==> src/rtl/uart_tx_serializer.sv <==
// UART transmitter: pops bytes from an upstream FIFO and sends them LSB first, OVERSAMPLE BAUD_EN ticks per bit.
// Optional parity bit is built only when UART_TX_PARITY_EN is defined.
module uart_tx_serializer #(
   parameter int RD_LAT     = 2,
   parameter int OVERSAMPLE = 16
) (
   input  logic       CLK,
   input  logic       RESET_N,
   input  logic       BAUD_EN,
   input  logic       BIT8,
   input  logic       PARITY_EN,
   input  logic       ODD_N_EVEN,
   input  logic       FIFO_EMPTY,
   input  logic [7:0] FIFO_DATA,
   output logic       FIFO_RDB,
   output logic       TX,
   output logic       TX_BUSY
);
   localparam int TW = (OVERSAMPLE > 1) ? $clog2(OVERSAMPLE) : 1;
   localparam logic [TW-1:0] TICK_LAST = TW'(OVERSAMPLE - 1);
   localparam logic [1:0]    WAIT_LAST = 2'(RD_LAT - 1);

   typedef enum logic [2:0] {
      S_IDLE, S_FETCH, S_WAIT, S_START, S_DATA, S_PARITY, S_STOP
   } state_t;

   state_t        state_q, state_d;
   logic [TW-1:0] tick_q, tick_d;
   logic [1:0]    wait_q, wait_d;
   logic [2:0]    bit_q, bit_d;
   logic [7:0]    sh_q, sh_d;
   logic          bit8_q, bit8_d;
   logic          armed_q;
   logic          tx_q, tx_d;
   logic          rdb_q, rdb_d;
   logic          busy_q, busy_d;
   logic          tick_done;
   logic [2:0]    bit_last;

`ifdef UART_TX_PARITY_EN
   logic          par_en_q, par_en_d;
   logic          par_q, par_d;
`else
   logic          unused_parity_cfg;
   assign unused_parity_cfg = PARITY_EN ^ ODD_N_EVEN;
`endif

   assign tick_done = BAUD_EN && (tick_q == TICK_LAST);
   assign bit_last  = bit8_q ? 3'd7 : 3'd6;

   always_comb begin
      state_d = state_q;
      tick_d  = tick_q;
      wait_d  = wait_q;
      bit_d   = bit_q;
      sh_d    = sh_q;
      bit8_d  = bit8_q;
      tx_d    = tx_q;
      rdb_d   = 1'b1;
      busy_d  = busy_q;
`ifdef UART_TX_PARITY_EN
      par_en_d = par_en_q;
      par_d    = par_q;
`endif
      // Ticks only count inside the serial bit states; FETCH/WAIT ignore BAUD_EN.
      if ((state_q inside {S_START, S_DATA, S_PARITY, S_STOP}) && BAUD_EN)
         tick_d = tick_q + 1'b1;

      case (state_q)
         S_IDLE: begin
            tx_d   = 1'b1;
            busy_d = 1'b0;
            if (armed_q && !FIFO_EMPTY) begin
               state_d = S_FETCH;
               rdb_d   = 1'b0;
               busy_d  = 1'b1;
            end
         end
         S_FETCH: begin
            state_d = S_WAIT;
            wait_d  = 2'd0;
         end
         S_WAIT: begin
            if (wait_q == WAIT_LAST) begin
               sh_d    = FIFO_DATA;
               bit8_d  = BIT8;
`ifdef UART_TX_PARITY_EN
               par_en_d = PARITY_EN;
               par_d    = ^(FIFO_DATA & {BIT8, 7'h7F}) ^ ODD_N_EVEN;
`endif
               state_d = S_START;
               tick_d  = '0;
               tx_d    = 1'b0;
            end else begin
               wait_d = wait_q + 2'd1;
            end
         end
         S_START: begin
            if (tick_done) begin
               state_d = S_DATA;
               tick_d  = '0;
               bit_d   = 3'd0;
               tx_d    = sh_q[0];
            end
         end
         S_DATA: begin
            if (tick_done) begin
               tick_d = '0;
               if (bit_q == bit_last) begin
`ifdef UART_TX_PARITY_EN
                  if (par_en_q) begin
                     state_d = S_PARITY;
                     tx_d    = par_q;
                  end else begin
                     state_d = S_STOP;
                     tx_d    = 1'b1;
                  end
`else
                  state_d = S_STOP;
                  tx_d    = 1'b1;
`endif
               end else begin
                  bit_d = bit_q + 3'd1;
                  sh_d  = {1'b0, sh_q[7:1]};
                  tx_d  = sh_q[1];
               end
            end
         end
`ifdef UART_TX_PARITY_EN
         S_PARITY: begin
            if (tick_done) begin
               state_d = S_STOP;
               tick_d  = '0;
               tx_d    = 1'b1;
            end
         end
`endif
         S_STOP: begin
            tx_d = 1'b1;
            if (tick_done) begin
               tick_d = '0;
               if (!FIFO_EMPTY) begin
                  state_d = S_FETCH;
                  rdb_d   = 1'b0;
               end else begin
                  state_d = S_IDLE;
                  busy_d  = 1'b0;
               end
            end
         end
         default: begin
            state_d = S_IDLE;
            tx_d    = 1'b1;
            busy_d  = 1'b0;
         end
      endcase
   end

   // armed_q holds off the first fetch until the second edge after reset release.
   always_ff @(posedge CLK or negedge RESET_N) begin
      if (!RESET_N) begin
         state_q  <= S_IDLE;
         tick_q   <= '0;
         wait_q   <= '0;
         bit_q    <= '0;
         sh_q     <= '0;
         bit8_q   <= 1'b0;
         armed_q  <= 1'b0;
         tx_q     <= 1'b1;
         rdb_q    <= 1'b1;
         busy_q   <= 1'b0;
`ifdef UART_TX_PARITY_EN
         par_en_q <= 1'b0;
         par_q    <= 1'b0;
`endif
      end else begin
         state_q  <= state_d;
         tick_q   <= tick_d;
         wait_q   <= wait_d;
         bit_q    <= bit_d;
         sh_q     <= sh_d;
         bit8_q   <= bit8_d;
         armed_q  <= 1'b1;
         tx_q     <= tx_d;
         rdb_q    <= rdb_d;
         busy_q   <= busy_d;
`ifdef UART_TX_PARITY_EN
         par_en_q <= par_en_d;
         par_q    <= par_d;
`endif
      end
   end

   assign TX       = tx_q;
   assign FIFO_RDB = rdb_q;
   assign TX_BUSY  = busy_q;

endmodule

==> config.mk <==
export PLATFORM = sky130hd
export DESIGN_NAME = uart_tx_serializer
export DESIGN_NICKNAME = d
export VERILOG_FILES = /design/src/rtl/uart_tx_serializer.sv
export SDC_FILE = /design/constraint.sdc
export NUM_CORES = 1
export LEC_CHECK = 0
export ABC_AREA = 1
export CAP_MARGIN = 30
export CORE_MARGIN = 3
export CORE_UTILIZATION = 54
export CTS_CLUSTER_DIAMETER = 60
export CTS_CLUSTER_SIZE = 12
export DETAILED_ROUTE_END_ITERATION = 10
export PLACE_DENSITY_LB_ADDON = 0.08
export SKIP_CTS_REPAIR_TIMING = 1
export SLEW_MARGIN = 10
export SYNTH_ARGS = -nofsm -noshare
export SYNTH_HDL_FRONTEND = slang
export SYNTH_SLANG_ARGS = --single-unit
==> constraint.sdc <==
create_clock -name CLK -period 1.6 [get_ports CLK]
set_input_delay 0.32 -clock CLK [delete_from_list [all_inputs] [get_ports CLK]]
set_output_delay 0.32 -clock CLK [all_outputs]
set_load 0.01 [all_outputs]
## Word level (Yosys, flattened, before mapping)

Index checks and enable logic that the tools add are counted.

- Add/sub/neg operators: 3
- Bitwise logic cells: 2
- Mux-type cells: 36
- Reduce and logical (&&, ||, !) cells: 18
- Equal/unequal tests: 18

Operators by type and width:

| kind | number |
|---|---|
| two-way mux 3 bit | 9 |
| two-way mux 8 bit | 3 |
| one-hot mux 3 bit (6 select lines) | 1 |
| != test 2 bit (second input constant) | 8 |
| one-hot mux 8 bit (2 select lines) | 1 |
| two-way mux 1 bit | 12 |
| two-way mux 4 bit | 3 |
| AND reduction 4 bit | 3 |
| equality test 3 bit (second input constant) | 3 |
| one-hot mux 4 bit (2 select lines) | 1 |
| equality test 3 x 2 -> 1 bit (second input constant) | 2 |
| one-hot mux 3 bit (2 select lines) | 1 |
| AND reduction 6 bit | 1 |
| nonzero test 2 bit | 3 |
| adder 4 x 1 -> 4 bit (second input constant) | 1 |
| equality test 4 bit (second input constant) | 1 |
| one-hot mux 1 bit (4 select lines) | 1 |
| one-hot mux 2 bit (2 select lines) | 1 |
| AND reduction 2 bit | 2 |
| nonzero test 4 bit | 1 |
| OR reduction 4 bit | 1 |
| adder 3 x 1 -> 3 bit (second input constant) | 1 |
| equality test 3 x 1 -> 1 bit (second input constant) | 1 |
| equality test 3 bit | 1 |
| other kinds (12) | 15 |

- Input bits: 15
- Output and inout bits: 3
- Register bits after elaboration: 25

## Depth between registers and ports, before layout

Gate-level depths: netlist of the first run.

- Word-level depth: 6
- Gate-level depth with buffers: 10
- Depth with buffers taken out: 10

## Least setup slack after synthesis of the first run

Ideal clock, no wire load.

- Kind: reg2reg
- Start point: register tick_q[0]
- End point: register sh_q[1]
- Cell stages (with the launch flop): 9
- Data arrival time: 1.277 ns
- Path buffers: 1
- Period minus slack after synthesis: 1.401 ns
- Library setup time: 0.124 ns
- Slack: 0.199 ns
- Required time: 1.476 ns
- Cell sequence: dfrtp_1 > ha_1 > nand2_1 > inv_1 > nand2_1 > nand2_2 > nand3_4 > buf_6 > o21ai_2

- Cells in the longest elaborated chain, start to end: 4

Ends and longest elaborated chain:

| what | line | text |
|---|---|---|
| from (decl) | 28 | `logic [TW-1:0] tick_q, tick_d;` |
| from (signal assigned) | 178 | `tick_q <= tick_d;` |
| equality test 4 bit | 48 | `assign tick_done = BAUD_EN && (tick_q == TICK_LAST);` |
| logical AND 1 bit | 48 |  |
| != test 2 bit (no source line) | -- |  |
| AND reduction 4 bit (no source line) | -- |  |
| to (signal assigned) | 166 | `sh_q <= '0;` |
| to (signal assigned) | 181 | `sh_q <= sh_d;` |
| to (decl) | 31 | `logic [7:0] sh_q, sh_d;` |

Every way passes these cells.
A chain may end at the register's enable or synchronous reset.

## Worst setup path in the final report of the first run

- Start point: register state_q[1]
- End point: register sh_q[1]

- Cells in the longest elaborated chain, start to end: 3
- Elaborated cells between the ends (all ways): 8
- Classes of those cells: eq/ne (5); mux (1); reduce/logical (2)

Ends and longest elaborated chain:

| what | line | text |
|---|---|---|
| from (decl) | 27 | `state_t state_q, state_d;` |
| from (signal assigned) | 177 | `state_q <= state_d;` |
| equality test 3 bit or equality test 3 x 2 -> 1 bit (tied branches) | 69 | `case (state_q)` |
| != test 2 bit (no source line) or nonzero test 2 bit (tied branches) | -- |  |
| AND reduction 4 bit (no source line) | -- |  |

Parallel ways exist; a longest one is shown, timed or not.

==> run summary, run 1 <==
Fin. max-slew vios - 0
Synth Area in Simple Gates - 31.41%
Post-synth top area cell - dfrtp_1
Met3 Wirelength - 121 µm
I/O pin count - 18
Yosys top cell area share - 40.14%
Initial Util - 57.36%
Yosys reg bits - 25
Gate Count Post-Synth - 186
CP bufs+invs - 1
Max_cap viols - 0
Worst EP required - 1.82 ns
Number of global-route vias before repair - 1182
Hold WS - 0.3516 ns
First-pass DRT Iterations - 4
Worst reg2reg startpoint - state_q[1]
Post-route met1 wirelength - 1316 µm
DP HPWL - 2141 µm
CTS buffer count - 3
Syn_nets - 204
Vias/cell - 5.324
Clk_skew - 0.003027 ns
Placed Area - 0.001662 mm²
Global-route wire length before repair - 4981 µm
GR Util All Layers - 19.27%
Synth Area per Inst - 7.709 µm²
Worst setup path class - flip-flop to flip-flop
Largest family of logic cells by synthesized area - simple AND/OR/NAND/NOR gates
ANT nets after route - 0
Reg2reg path depth - 6
Critical path's slowest cell - dfrtp_1
Dpl ws - -0.2296 ns
Power Density - 1530 mW/mm²
CTS sink cnt - 25
Cell Count, Final, Fillers Out - 244
Die H - 57.53 µm
CTS Root Cell - clkbuf_4
Final setup viols - 0
Synth cell types - 24
Worst reg-to-reg setup slack - 0.09 ns
Largest net degree at the start of global routing - 26
Fin crit share - 94.62%
DR vias - 1299
XOR/XNOR share of the synthesized area - 1.832%
CTS H-tree depth - 1
TritonCTS clock tree - built
Fin nets - 233
Family with the most delay on the worst path - flip-flops
Met2 WL - 1708 µm
Startpoint types - flip-flop
Delay of the slowest cell on the worst path - 0.48 ns
Critical path data arrival time - 1.74 ns
Proportion of synthesized area in mux cells - 0%
Design Area, Final - 0.001774 mm²
Die X - 57.53 µm
Drt first-iter violations - 82
Hold Fails Final Rpt - 0
Final worst setup slack - 0.08616 ns
Outcome - finished, final reports clean
CP Max Fanout - 9
LEAKAGE - 0.9639 nW
Core area - 0.002500 mm²
Clock-pin slew on the worst setup and hold paths - 0.14 ns
Synth Area in Adders - 2.618%
Wirelength, routed - 3204 µm
Setup TNS - 0 ns
Fill cells - 206
Achievable Freq - 660.6 MHz
Fin util - 70.97%
Ant diodes - 0
Grt total ovfl - 0
Seq/Total Area, Yosys - 43.80%
Worst IR Drop VDD - 0.9957 mV
Die area - 0.003310 mm²
Synthesized cell area - 0.001434 mm²
Synth top area cells - dfrtp_1 40%, nand2_1 16%, inv_1 5.2%, o21ai_2 4.9%, nand3_1 4.5%
DR WL/cell - 13.13 µm
Yosys warning count - 0
Share of layout cells above drive strength 1 - 22.43%
Clk_lat worst skew - 0.32 ns
Reg2reg end - sh_q[1]
PnR Total Power - 2.715 mW
Min cycle time layout - 1.514 ns
Clk buf depth - 2
RePlAce Congestion - 0.8606
Top sig layer - met4
DRC Markers - 0
Critical path endpoint category - flip-flop
Row count - 18
IO buf count - 15
CP cell instances - nor2_2, nand2_2, buf_4, nand2_1, a21boi_0, o21ai_2
Hold Path Class - primary input to asynchronous set/reset pin
Initial antenna violation count - 0
Synth-to-Final Area Change - 23.73%
Placed cell count - 237
Compound-Gate Fraction of Synth Area - 12.39%
-- cells in the mapped netlist --
cell      number
nand3_1       13
conb_1         1
xor2_1         3
o22ai_1        2
o21ai_2        8
a31oi_1        1
inv_1         20
o21ai_0        4
nand2_1       63
nor2_1        14
nand2_2        6
a21boi_0       6
nor3_1         2
dfrtp_1       23
nor2_2         3
dfstp_2        2
ha_1           3
inv_2          2
buf_6          2
nand4_1        2
a21oi_1        3
a21oi_2        1
buf_2          1
nand3_4        1
-- placed cells by master, fill, tap and decap left out, types with 4 or more instances in the layout --
cell type | synthesis | routed
buf_4 | 0 | 11
dfrtp_1 | 23 | 22
inv_1 | 20 | 20
clkdlybuf4s50_1 | 0 | 12
nand3_1 | 13 | 12
o21ai_0 | 4 | 4
a21boi_0 | 6 | 6
o21ai_2 | 8 | 8
nor2_1 | 14 | 13
nand2_2 | 6 | 9
nand2_1 | 63 | 59
-- state kept, by name (all words and copies together) (netlist names) --
signal	count
FIFO_RDB	1
TX	1
TX_BUSY	1
armed_q	1
bit8_q	1
bit_q	3
sh_q	8
state_q	3
tick_q	4
wait_q	2
-- worst reg2reg max path: cells and delay by family (launching register included) --
kind / cells / cell delay, ns
flip-flops: 1 / 0.48
AO/OA/AOI/OAI: 2 / 0.36
AND/OR/NAND/NOR: 3 / 0.38
buffers and inverters: 1 / 0.21
-- routing by layer --
metal / track usage [%] / vias to the layer above
met3: 2.489 / 6
met1: 23.99 / 612
met2: 33.06 / 32
met5: 0 / -
li1: - / 649
met4: 8.609 / 0
-- cell type report --
cell class	count	area, µm²	area share, %
clock buffers	3	22.52	1.269
clock inverters	1	5.005	0.2821
inverters	22	82.58	4.654
multi-input cells	137	757.0	42.67
flip-flops and latches	25	629.4	35.47
well taps	30	37.54	2.116
repair buffers	26	240.2	13.54
-- how the worst max path moves through the flow --
| stage | from | endpoint | slack [ns] | cells after the start |
|---|---|---|---|---|
| CTS | TX | TX | -0.14 | 1 |
| floorplan | tick_q[0] | sh_q[1] | 0.20 | 8 |
| global placement | BAUD_EN | state_q[2] | -0.18 | 10 |
| detailed placement | BAUD_EN | state_q[1] | -0.23 | 10 |
| finish | state_q[1] | sh_q[1] | 0.09 | 6 |
| global route | tick_q[1] | state_q[1] | -0.03 | 10 |
-- cells by family (layout without fill, tap and decap cells) --
| logic type | Yosys count | after routing |
|---|---|---|
| AND/OR/NAND/NOR | 104 | 105 |
| AO/OA/AOI/OAI | 25 | 25 |
| other | 1 | 1 |
| XOR/XNOR | 3 | 3 |
| flip-flops | 25 | 25 |
| buffers and inverters | 25 | 52 |
| adder cells (fa/ha/maj) | 3 | 3 |
-- power by group --
group          switching (mW)  internal, mW  leakage, nW
logic                   0.855         0.553        0.630
clock network           0.198        0.0937       0.0177
registers               0.151         0.864        0.317
total                    1.20          1.51        0.964
(Power assumes the default switching activity.)
==> run 2: changes to the inputs <==
--- a/config.mk
+++ b/config.mk
@@ -9,7 +9,7 @@
 export CAP_MARGIN = 30
 export CORE_MARGIN = 3
 export CORE_UTILIZATION = 54
-export CTS_CLUSTER_DIAMETER = 60
+export CTS_CLUSTER_DIAMETER = 100
 export CTS_CLUSTER_SIZE = 12
 export DETAILED_ROUTE_END_ITERATION = 10
 export PLACE_DENSITY_LB_ADDON = 0.08
==> results of run 2 <==
The final DEF is identical to that of run 1; final timing and power are the same.
==> run 3: changes to the inputs <==
--- a/config.mk
+++ b/config.mk
@@ -7,7 +7,6 @@
 export LEC_CHECK = 0
 export ABC_AREA = 1
 export CAP_MARGIN = 30
-export CORE_MARGIN = 3
 export CORE_UTILIZATION = 54
 export CTS_CLUSTER_DIAMETER = 100
 export CTS_CLUSTER_SIZE = 12
==> run 3 against run 2 <==
Routed wire length is 15% lower. Power down 4.9%. Critical path type is now flip-flop to output pin. Hold slack got worse by 0.00058 ns. Sequential share of layout area up 1.7 points. Sequential power is essentially flat. Die area shrank 13%. Critical path depth shrank 5. Register-to-register slack worse by 0.02 ns. First-iteration DRC count down 72%. Global-route usage increased by 2.6 points.
==> run summary, run 3 (synthesis results as in run 1) <==
Number of global-route vias before repair - 1198
DR WL/cell - 11.35 µm
TritonCTS clock tree - built
Drt first-iter violations - 23
Initial antenna violation count - 0
Row count - 18
GR Util met2 - 39.38%
Ant diodes - 0
Hold Fails Final Rpt - 0
RSZ-0062 raised after global routing - true
CTS Root Cell - clkbuf_4
LEAKAGE - 0.9171 nW
Worst IR Drop VDD - 0.8201 mV
Clk buf depth - 2
IO buf count - 15
Grt total ovfl - 0
ANT nets after route - 0
Die X - 53.53 µm
Reg2reg path depth - 8
First-pass DRT Iterations - 4
Initial Util - 57.36%
Global routing met1 resource utilization - 26.16%
Max reg flops - 8
Startpoint types - flip-flop
GR Util All Layers - 21.89%
Core area - 0.002500 mm²
Critical path's slowest cell - clkdlybuf4s50_1
Final setup viols - 0
Setup TNS - 0 ns
Min cycle time layout - 1.544 ns
Cell Count, Final, Fillers Out - 240
Synth-to-Final Area Change - 18.67%
CTS H-tree depth - 1
Worst reg2reg startpoint - state_q[0]
GRT busiest layer - met2
DP HPWL - 2027 µm
GR Layer Usage met3 - 2.542%
Reg2reg end - sh_q[0]
Worst reg-to-reg setup slack - 0.07 ns
Fin crit share - 96.50%
DR vias - 1204
Clk_skew - 0.0009928 ns
I/O pin count - 18
Global-route wire length before repair - 4588 µm
Outcome - finished, final reports clean
Placed cell count - 236
Reg with most FFs - sh_q
Delay of the slowest cell on the worst path - 0.54 ns
Clk_lat worst skew - 0.31 ns
Worst EP required - 1.28 ns
Most frequent cells in the layout - 62 x nand2_1, 20 x dfrtp_1, 20 x inv_1
Worst setup path class - flip-flop to output pin
Top Registers - sh_q: 8 flops, tick_q: 4 flops
Share of layout cells above drive strength 1 - 18.10%
Fin nets - 229
CP bufs+invs - 1
Critical path endpoint category - output pin
Max_cap viols - 0
Die area - 0.002865 mm²
Achievable Freq - 647.6 MHz
CTS buffer count - 3
Die H - 53.53 µm
CP Max Fanout - 2
Fin. max-slew vios - 0
RePlAce Congestion - 0.8784
Critical path data arrival time - 1.22 ns
Vias/cell - 5.017
Power Density - 1517 mW/mm²
Wirelength, routed - 2725 µm
Family with the most delay on the worst path - buffers and inverters
DRC Markers - 0
Clock-pin slew on the worst setup and hold paths - 0.13 ns
CP cell instances - clkdlybuf4s50_1
Hold Path Class - primary input to asynchronous set/reset pin
CTS sink cnt - 25
Most common cell after layout, fill and taps aside - nand2_1
Largest net degree at the start of global routing - 26
run 3: cell types whose count changed in the layout (fill, tap and decap cells not counted), moves of 2 or more:
cell / delta
buf_4: -3
dfrtp_2: +2
nand2_1: +3
dfrtp_1: -2
nand2_2: -3
run 3: cell type report:
cell class / count / area, µm²
timing repair buffer: 23 / 215.2
multi-input combinational: 136 / 708.2
fill: 209 / 798.3
tap: 30 / 37.54
inverter: 22 / 82.58
clock buffer: 4 / 26.28
sequential: 25 / 631.9
run 3: report_power, final:
group / internal (mW) / switching (mW)
clock network: 0.0975 / 0.187
registers: 0.869 / 0.166
logic: 0.511 / 0.751
run 3: metal layers:
layer / part of all wire (%) / up-vias
met4: 0.70 / 0
met5: 0 / -
met2: 50 / 18
met1: 46 / 551
li1: - / 633
met3: 2.8 / 2
run 3: worst max-delay path by stage:
stage / start / endpoint / slack (ns) / depth (start not counted)
detailed placement: BAUD_EN / state_q[2] / -0.27 / 10
floorplan: tick_q[0] / sh_q[1] / 0.20 / 8
CTS: TX / TX / -0.14 / 1
global placement: BAUD_EN / state_q[1] / -0.24 / 10
finish: TX_BUSY / TX_BUSY / 0.06 / 1
global route: state_q[1] / bit_q[1] / -0.04 / 7
run 3: per-stage QoR:
step	setup slack [ns]	cell area (µm²)	hold slack (ns)	util [%]	total power [mW]
final	0.05595	1702	0.3510	68.07	2.581
after global routing	-0.03819	1702	0.3704	68.07	2.828
after CTS	-0.1436	1680	0.3435	67.22	2.570
after detailed placement	-0.2695	1654	0.4688	66.17	2.283
after global placement	-0.2440	1654	0.4566	66.17	2.226
after floorplan	0.1992	1434	0.02441	-	1.955
